==> src/rtl/merge_4_arb_pkg.sv <==
// Shared definitions for the 4-way merge/split pair: payload width,
// source-index width, port count and the port-index type.
package merge_4_arb_pkg;

    localparam int DATA_W = 11;
    localparam int CTRL_W = 2;
    localparam int NPORTS = 4;

    typedef logic [CTRL_W-1:0] port_idx_t;

endpackage

==> src/rtl/merge_4_arb_if.sv <==
// Handshake bundle for the 4-way merge: four valid/ready input ports and
// one valid/ready output carrying payload plus source index.
interface merge_4_arb_if #(
    parameter int DATA_W = merge_4_arb_pkg::DATA_W
);
    import merge_4_arb_pkg::*;

    logic [NPORTS-1:0]             in_valid;
    logic [NPORTS-1:0][DATA_W-1:0] in_data;
    logic [NPORTS-1:0]             in_ready;
    logic                          out_valid;
    logic [DATA_W-1:0]             out_data;
    port_idx_t                     out_ctrl;
    logic                          out_ready;

    // Traffic source / sink side
    modport master (
        output in_valid, in_data, out_ready,
        input  in_ready, out_valid, out_data, out_ctrl
    );

    // Merge block side
    modport slave (
        input  in_valid, in_data, out_ready,
        output in_ready, out_valid, out_data, out_ctrl
    );

endinterface

==> src/rtl/merge_4_arb_rr_arb_4.sv <==
// Round-robin arbiter for four requesters: combinational grant search
// starting at rr_ptr, and a pointer register that only moves when the
// granted request is actually taken.
module rr_arb_4
    import merge_4_arb_pkg::*;
(
    input  logic              clk,
    input  logic              reset,
    input  logic [NPORTS-1:0] req,
    input  logic              take,
    output logic [NPORTS-1:0] gnt,
    output port_idx_t         gnt_idx
);

    port_idx_t rr_ptr;
    port_idx_t idx;
    logic      found;

    // Grant the first requester at or after rr_ptr, wrapping modulo NPORTS
    always_comb begin
        gnt     = '0;
        gnt_idx = '0;
        found   = 1'b0;
        idx     = '0;
        for (int k = 0; k < NPORTS; k++) begin
            idx = rr_ptr + port_idx_t'(k);
            if (!found && req[idx]) begin
                found        = 1'b1;
                gnt[idx]     = 1'b1;
                gnt_idx      = idx;
            end
        end
    end

    // Move the pointer just past the served port; a grant to port 3 wraps to 0
    always_ff @(posedge clk) begin
        if (reset) begin
            rr_ptr <= '0;
        end else if (take) begin
            rr_ptr <= gnt_idx + port_idx_t'(1);
        end
    end

endmodule

==> src/rtl/merge_4_arb.sv <==
// 4-to-1 round-robin merge with a one-entry output register. The output
// carries the payload and the index of the port it came from, so a
// downstream split can route it back out.
module merge_4_arb #(
    parameter int DATA_W = merge_4_arb_pkg::DATA_W
) (
    input  logic               clk,
    input  logic               reset,
    merge_4_arb_if.slave       bus
);
    import merge_4_arb_pkg::*;

    logic              can_load;
    logic              take;
    logic [NPORTS-1:0] gnt;
    logic [NPORTS-1:0] ready;
    port_idx_t         gnt_idx;

    logic              vld_p0;
    logic [DATA_W-1:0] data_p0;
    port_idx_t         ctrl_p0;

    // The output slot is free when empty or being drained this cycle
    assign can_load = !vld_p0 || bus.out_ready;

    rr_arb_4 u_arb (
        .clk     (clk),
        .reset   (reset),
        .req     (bus.in_valid),
        .take    (take),
        .gnt     (gnt),
        .gnt_idx (gnt_idx)
    );

    // Accept only from the granted port, never while blocked or in reset
    always_comb begin
        ready = gnt & {NPORTS{can_load && !reset}};
    end

    assign take         = |ready;
    assign bus.in_ready = ready;

    // ---- stage p0: output register (load beats drain, so no bubble) ----
    always_ff @(posedge clk) begin
        if (reset) begin
            vld_p0  <= 1'b0;
            data_p0 <= '0;
            ctrl_p0 <= '0;
        end else if (take) begin
            vld_p0  <= 1'b1;
            data_p0 <= bus.in_data[gnt_idx];
            ctrl_p0 <= gnt_idx;
        end else if (bus.out_ready) begin
            vld_p0  <= 1'b0;
        end
    end

    assign bus.out_valid = vld_p0;
    assign bus.out_data  = data_p0;
    assign bus.out_ctrl  = ctrl_p0;

endmodule

==> src/flat_wrapper.sv <==
// flat-port wrapper written by rule: the top's interface ports become plain ports
module merge_4_arb_flat import merge_4_arb_pkg::*;
#(
    parameter int DATA_W = merge_4_arb_pkg::DATA_W
)
  (clk, reset, bus_in_valid, bus_in_data, bus_out_ready, bus_in_ready, bus_out_valid, bus_out_data, bus_out_ctrl);
  merge_4_arb_if #(.DATA_W(DATA_W)) bus_i ();
  input  logic clk;
  input  logic reset;
  input wire logic [$bits(bus_i.in_valid)-1:0] bus_in_valid;
  input wire logic [$bits(bus_i.in_data)-1:0] bus_in_data;
  input wire logic [$bits(bus_i.out_ready)-1:0] bus_out_ready;
  output wire logic [$bits(bus_i.in_ready)-1:0] bus_in_ready;
  output wire logic [$bits(bus_i.out_valid)-1:0] bus_out_valid;
  output wire logic [$bits(bus_i.out_data)-1:0] bus_out_data;
  output wire logic [$bits(bus_i.out_ctrl)-1:0] bus_out_ctrl;
  assign bus_i.in_valid = bus_in_valid;
  assign bus_i.in_data = bus_in_data;
  assign bus_i.out_ready = bus_out_ready;
  assign bus_in_ready = bus_i.in_ready;
  assign bus_out_valid = bus_i.out_valid;
  assign bus_out_data = bus_i.out_data;
  assign bus_out_ctrl = bus_i.out_ctrl;
  merge_4_arb #(.DATA_W(DATA_W)) u_core (.clk(clk), .reset(reset), .bus(bus_i));
endmodule
==> config.mk <==
export PLATFORM = sky130hd
export DESIGN_NAME = merge_4_arb_flat
export DESIGN_NICKNAME = d
export VERILOG_FILES = /design/src/rtl/merge_4_arb_pkg.sv /design/src/rtl/merge_4_arb_if.sv /design/src/rtl/merge_4_arb_rr_arb_4.sv /design/src/rtl/merge_4_arb.sv /design/src/flat_wrapper.sv
export SDC_FILE = /design/constraint.sdc
export NUM_CORES = 1
export LEC_CHECK = 0
export ABC_AREA = 1
export BUFFER_PORTS_ARGS = -buffer_cell sky130_fd_sc_hd__buf_2
export CORE_MARGIN = 10
export CORE_UTILIZATION = 40
export DETAILED_ROUTE_END_ITERATION = 10
export PLACE_DENSITY_LB_ADDON = 0.3
export SETUP_SLACK_MARGIN = 0.02
export SYNTH_ARGS = -nofsm -noshare
export SYNTH_HDL_FRONTEND = slang
export SYNTH_SLANG_ARGS = --single-unit
==> constraint.sdc <==
create_clock -name clk -period 5.1 [get_ports clk]
set_clock_uncertainty 0.1 [all_clocks]
set_input_delay 0.765 -clock clk [delete_from_list [all_inputs] [get_ports clk]]
set_output_delay 0.765 -clock clk [all_outputs]
set_load 0.01 [all_outputs]
==> report_table.html <==
<table>
<tr><th>Metric</th><th>Value</th></tr>
<tr><th colspan="2">Synthesis</th></tr>
<tr><td>Synth area leader</td><td>sky130_fd_sc_hd__nand2_1</td></tr>
<tr><td>Cell Area, Synth</td><td>1700 sq um</td></tr>
<tr><td>Top area cells in the synthesized netlist</td><td>sky130_fd_sc_hd__nand2_1 21%, sky130_fd_sc_hd__dfxtp_1 19%, sky130_fd_sc_hd__inv_1 10%, sky130_fd_sc_hd__nand3b_1 10%, sky130_fd_sc_hd__nand3_1 8.5%</td></tr>
<tr><td>Fraction of the yosys area taken by sequential cells</td><td>0.188</td></tr>
<tr><td>Instance count of the mapped netlist</td><td>slightly below 300</td></tr>
<tr><td>Fraction of synthesized cell area taken by the top area cell type</td><td>0.214</td></tr>
<tr><td>Number of distinct library cells after synthesis</td><td>25</td></tr>
<tr><td>Post-synthesis average cell area</td><td>5.86 sq um</td></tr>
<tr><td>Yosys synthesis warning count</td><td>0</td></tr>
<tr><td>Count of state elements after synthesis</td><td>16</td></tr>
<tr><td>Number of nets in the synthesized netlist</td><td>349</td></tr>
<tr><th colspan="2">Routing</th></tr>
<tr><td>Drt initial violations</td><td>79</td></tr>
<tr><td>Via density per instance</td><td>4.54</td></tr>
<tr><td>Wirelength per Cell</td><td>roughly 12 microns</td></tr>
<tr><td>Number of remaining DRC errors</td><td>0</td></tr>
<tr><td>Total length of routed wires</td><td>4.82 mm</td></tr>
<tr><td>Via count</td><td>1822</td></tr>
<tr><td>Count of nets left with antenna violations after detail routing</td><td>0</td></tr>
<tr><td>Pre-antenna DRT Iters</td><td>4</td></tr>
<tr><th colspan="2">Clock tree</th></tr>
<tr><td>Clock-pin slew on the worst setup and hold paths</td><td>0.06 ns</td></tr>
<tr><td>Total CTS buffers</td><td>3</td></tr>
<tr><td>Clock tree from TritonCTS</td><td>yes</td></tr>
<tr><td>Number of setup buffers added after CTS</td><td>0</td></tr>
<tr><td>Cts repair resizes</td><td>0</td></tr>
<tr><td>Clock Root Buffer</td><td>sky130_fd_sc_hd__clkbuf_8</td></tr>
<tr><td>CTS hold repair buffers</td><td>0</td></tr>
<tr><td>Count of clock tree sinks</td><td>16</td></tr>
<tr><td>Maximum clock insertion buffer count</td><td>2</td></tr>
<tr><td>Worst-Skew Late Latency</td><td>0.24 ns</td></tr>
<tr><td>H-tree levels</td><td>1</td></tr>
<tr><th colspan="2">STA</th></tr>
<tr><td>Shortest clock period the worst path allows after layout</td><td>between 3 and 4 ns</td></tr>
<tr><td>Max-Slew Margin vs Limit</td><td>0.619</td></tr>
<tr><td>Max Clk Rate</td><td>between 300 and 400 MHz</td></tr>
<tr><td>Final WS setup</td><td>between 1.5 and 2 ns</td></tr>
<tr><td>Final worst path period share</td><td>0.631</td></tr>
<tr><td>Hold Violations, Final</td><td>0</td></tr>
<tr><td>Actual transition at the worst max-transition pin</td><td>around 0.57 ns</td></tr>
<tr><td>Final setup violation count</td><td>0</td></tr>
<tr><td>Final count of pins violating max slew</td><td>0</td></tr>
<tr><td>Setup repair after global routing missed its margin</td><td>no</td></tr>
<tr><td>Setup TNS</td><td>0 ns</td></tr>
<tr><th colspan="2">Floorplan</th></tr>
<tr><td>Standard-cell row count</td><td>23</td></tr>
<tr><td>Core Footprint</td><td>4060 sq um</td></tr>
<tr><td>Overall die height</td><td>85.3 microns</td></tr>
<tr><td>Overall die width</td><td>85.3 microns</td></tr>
<tr><td>Boundary Pins</td><td>69</td></tr>
<tr><td>Initial core utilization</td><td>0.420</td></tr>
<tr><td>Die area</td><td>7270 sq um</td></tr>
<tr><th colspan="2">Setup path</th></tr>
<tr><td>Launching element type of the critical path</td><td>register</td></tr>
<tr><td>Worst endpoint data arrival time</td><td>2.35 ns</td></tr>
<tr><td>Data required time at the worst endpoint</td><td>4.24 ns</td></tr>
<tr><td>Highest fanout seen on the critical path</td><td>10</td></tr>
<tr><td>Worst setup EP type</td><td>primary output</td></tr>
<tr><td>Critical path start-end classification</td><td>reg2out</td></tr>
<tr><td>Register-to-register path setup slack</td><td>1.92 ns</td></tr>
<tr><th colspan="2">Status</th></tr>
<tr><td>Outcome</td><td>finished clean</td></tr>
<tr><th colspan="2">Cells and area</th></tr>
<tr><td>Most common library cell in the layout ignoring fill and taps</td><td>sky130_fd_sc_hd__nand2_1</td></tr>
<tr><td>Sequential cell area</td><td>between 300 and 400 sq um</td></tr>
<tr><td>Final layout net count</td><td>410</td></tr>
<tr><td>Most used cells in the layout excluding fill and tap cells</td><td>97 x sky130_fd_sc_hd__nand2_1, 68 x sky130_fd_sc_hd__buf_2, 46 x sky130_fd_sc_hd__inv_1</td></tr>
<tr><td>Number of inserted filler cells in the final layout</td><td>around 440</td></tr>
<tr><td>Antenna diode instance count</td><td>0</td></tr>
<tr><td>Relative area change from synthesis to final layout</td><td>22.2%</td></tr>
<tr><td>Total area of multi-input combinational cells</td><td>1120 sq um</td></tr>
<tr><td>Share of final-layout standard cells stronger than drive strength 1</td><td>0.256</td></tr>
<tr><th colspan="2">GRT</th></tr>
<tr><td>Maximum number of pins on one net before global-route repair</td><td>27</td></tr>
<tr><td>Global Route Usage Sum</td><td>0.124</td></tr>
<tr><td>Global-route wire length before repair</td><td>about 8.0 mm</td></tr>
<tr><td>Global route overflow</td><td>0</td></tr>
<tr><td>Number of antenna violations at the first check in global routing</td><td>0</td></tr>
<tr><td>Number of global-route vias before repair</td><td>1729</td></tr>
<tr><th colspan="2">Placed design</th></tr>
<tr><td>Sum of net half-perimeters after detailed placement</td><td>3.92 mm</td></tr>
<tr><td>Number of port buffers</td><td>68</td></tr>
<tr><td>Routability congestion estimate</td><td>0.827</td></tr>
<tr><td>Setup Slack @ Placement</td><td>1.96 ns</td></tr>
<tr><th colspan="2">Flow run</th></tr>
<tr><td>Max cap viols</td><td>0</td></tr>
<tr><th colspan="2">Worst hold path</th></tr>
<tr><td>Worst hold path type</td><td>reg2reg</td></tr>
<tr><th colspan="2">Pwr</th></tr>
<tr><td>Power density cells</td><td>604 nW/um^2</td></tr>
<tr><td>Worst IR Drop VDD</td><td>0.372 mV</td></tr>
<tr><td>Static Leakage</td><td>approximately 1.2 nW</td></tr>
</table>
-- cell usage after synthesis --
library cell                n
sky130_fd_sc_hd__buf_4      4
sky130_fd_sc_hd__inv_4      1
sky130_fd_sc_hd__nand3_4    2
sky130_fd_sc_hd__xnor2_1    1
sky130_fd_sc_hd__a21boi_1   1
sky130_fd_sc_hd__nand2_4    1
sky130_fd_sc_hd__dfxtp_1   16
sky130_fd_sc_hd__nor2_1    25
sky130_fd_sc_hd__nand4_2    1
sky130_fd_sc_hd__nand2_2    6
sky130_fd_sc_hd__nand4_1    4
sky130_fd_sc_hd__nor2_4     3
sky130_fd_sc_hd__nand3b_1  23
sky130_fd_sc_hd__clkbuf_1   3
sky130_fd_sc_hd__a21oi_1    8
sky130_fd_sc_hd__xor2_1     1
sky130_fd_sc_hd__ha_1       7
sky130_fd_sc_hd__buf_6      2
sky130_fd_sc_hd__inv_2      2
sky130_fd_sc_hd__nand3_1   29
sky130_fd_sc_hd__inv_1     46
sky130_fd_sc_hd__buf_2      3
sky130_fd_sc_hd__nor2_2     2
sky130_fd_sc_hd__nand2_1   97
sky130_fd_sc_hd__a21boi_0   3
-- final timing paths --
check,start,endpoint,cells after the start
worst max register to register,u_core.u_arb.rr_ptr[0]$_SDFFE_PP0P_,u_core.bus.out_data[1]$_SDFFE_PP0P_,13
worst min-delay path,u_core.bus.out_ctrl[0]$_SDFFE_PP0P_,u_core.bus.out_ctrl[0]$_SDFFE_PP0P_,2
worst max-delay path,u_core.u_arb.rr_ptr[0]$_SDFFE_PP0P_,bus_in_ready[1],12
worst min register to register,u_core.bus.out_ctrl[0]$_SDFFE_PP0P_,u_core.bus.out_ctrl[0]$_SDFFE_PP0P_,2
-- registers in the layout, summed over array words and instances, names as in the netlist --
register	cells
u_core.bus.out_ctrl	2
u_core.u_arb.rr_ptr	2
u_core.bus.out_data	11
u_core.bus.out_valid	1
-- report_power, final --
| group | switching [mW] | internal (mW) | total [mW] |
|---|---|---|---|
| clock | 0.0410 | 0.0683 | 0.109 |
| sequential | 0.0365 | 0.174 | 0.210 |
| combinational | 0.620 | 0.318 | 0.938 |
| total | 0.698 | 0.560 | 1.26 |
-- through the flow --
stage               std cells  hold WS, ns   util  cell area, sq um  power (mW)
floorplan                 291        0.381      -              1700       0.989
global placement          397        0.355  0.500              2030        1.13
detailed placement        397        0.362  0.500              2030        1.15
CTS                       401        0.373  0.513              2080        1.26
global route              401        0.393  0.513              2080        1.41
finish                    401        0.374  0.513              2080        1.26
-- cell type report --
class / instances / share of cell area
tap: 50 / 0.0300
inverter: 49 / 0.0895
timing repair buffer: 68 / 0.163
multi-input combinational: 214 / 0.537
clock buffer: 4 / 0.0264
sequential: 16 / 0.154
-- kinds of logic (layout without fill, tap and decap cells) --
| family | Yosys count | in the layout | synth area share |
|---|---|---|---|
| compound gates | 12 | 12 | 0.0411 |
| xor+xnor | 2 | 2 | 0.0103 |
| fa+ha+maj | 7 | 7 | 0.0514 |
| buf+inv | 61 | 121 | 0.156 |
| flops | 16 | 16 | 0.188 |
| simple gates | 193 | 193 | 0.554 |
-- metal layers --
metal | global-route usage | wire length [microns] | up-vias
met5 | 0 | 0 | -
met4 | 0.0225 | 18 | 0
met3 | 0.0335 | 342 | 2
met2 | 0.179 | 1990 | 57
met1 | 0.177 | 2470 | 749
li1 | - | - | 1014
-- critical path, cell delays in order (launching register included) --
cell and delay, ns:
sky130_fd_sc_hd__dfxtp_1 0.62, sky130_fd_sc_hd__inv_4 0.13, sky130_fd_sc_hd__ha_1 0.36, sky130_fd_sc_hd__inv_1 0.11, sky130_fd_sc_hd__nand3_1 0.08, sky130_fd_sc_hd__nand2_1 0.12
sky130_fd_sc_hd__nand3_1 0.10, sky130_fd_sc_hd__nor2_2 0.16, sky130_fd_sc_hd__nand2_1 0.07, sky130_fd_sc_hd__nand3_1 0.08, sky130_fd_sc_hd__nand2_1 0.08, sky130_fd_sc_hd__inv_1 0.07
sky130_fd_sc_hd__buf_2 0.12
Note: power is estimated with default switching activity, not from simulation.
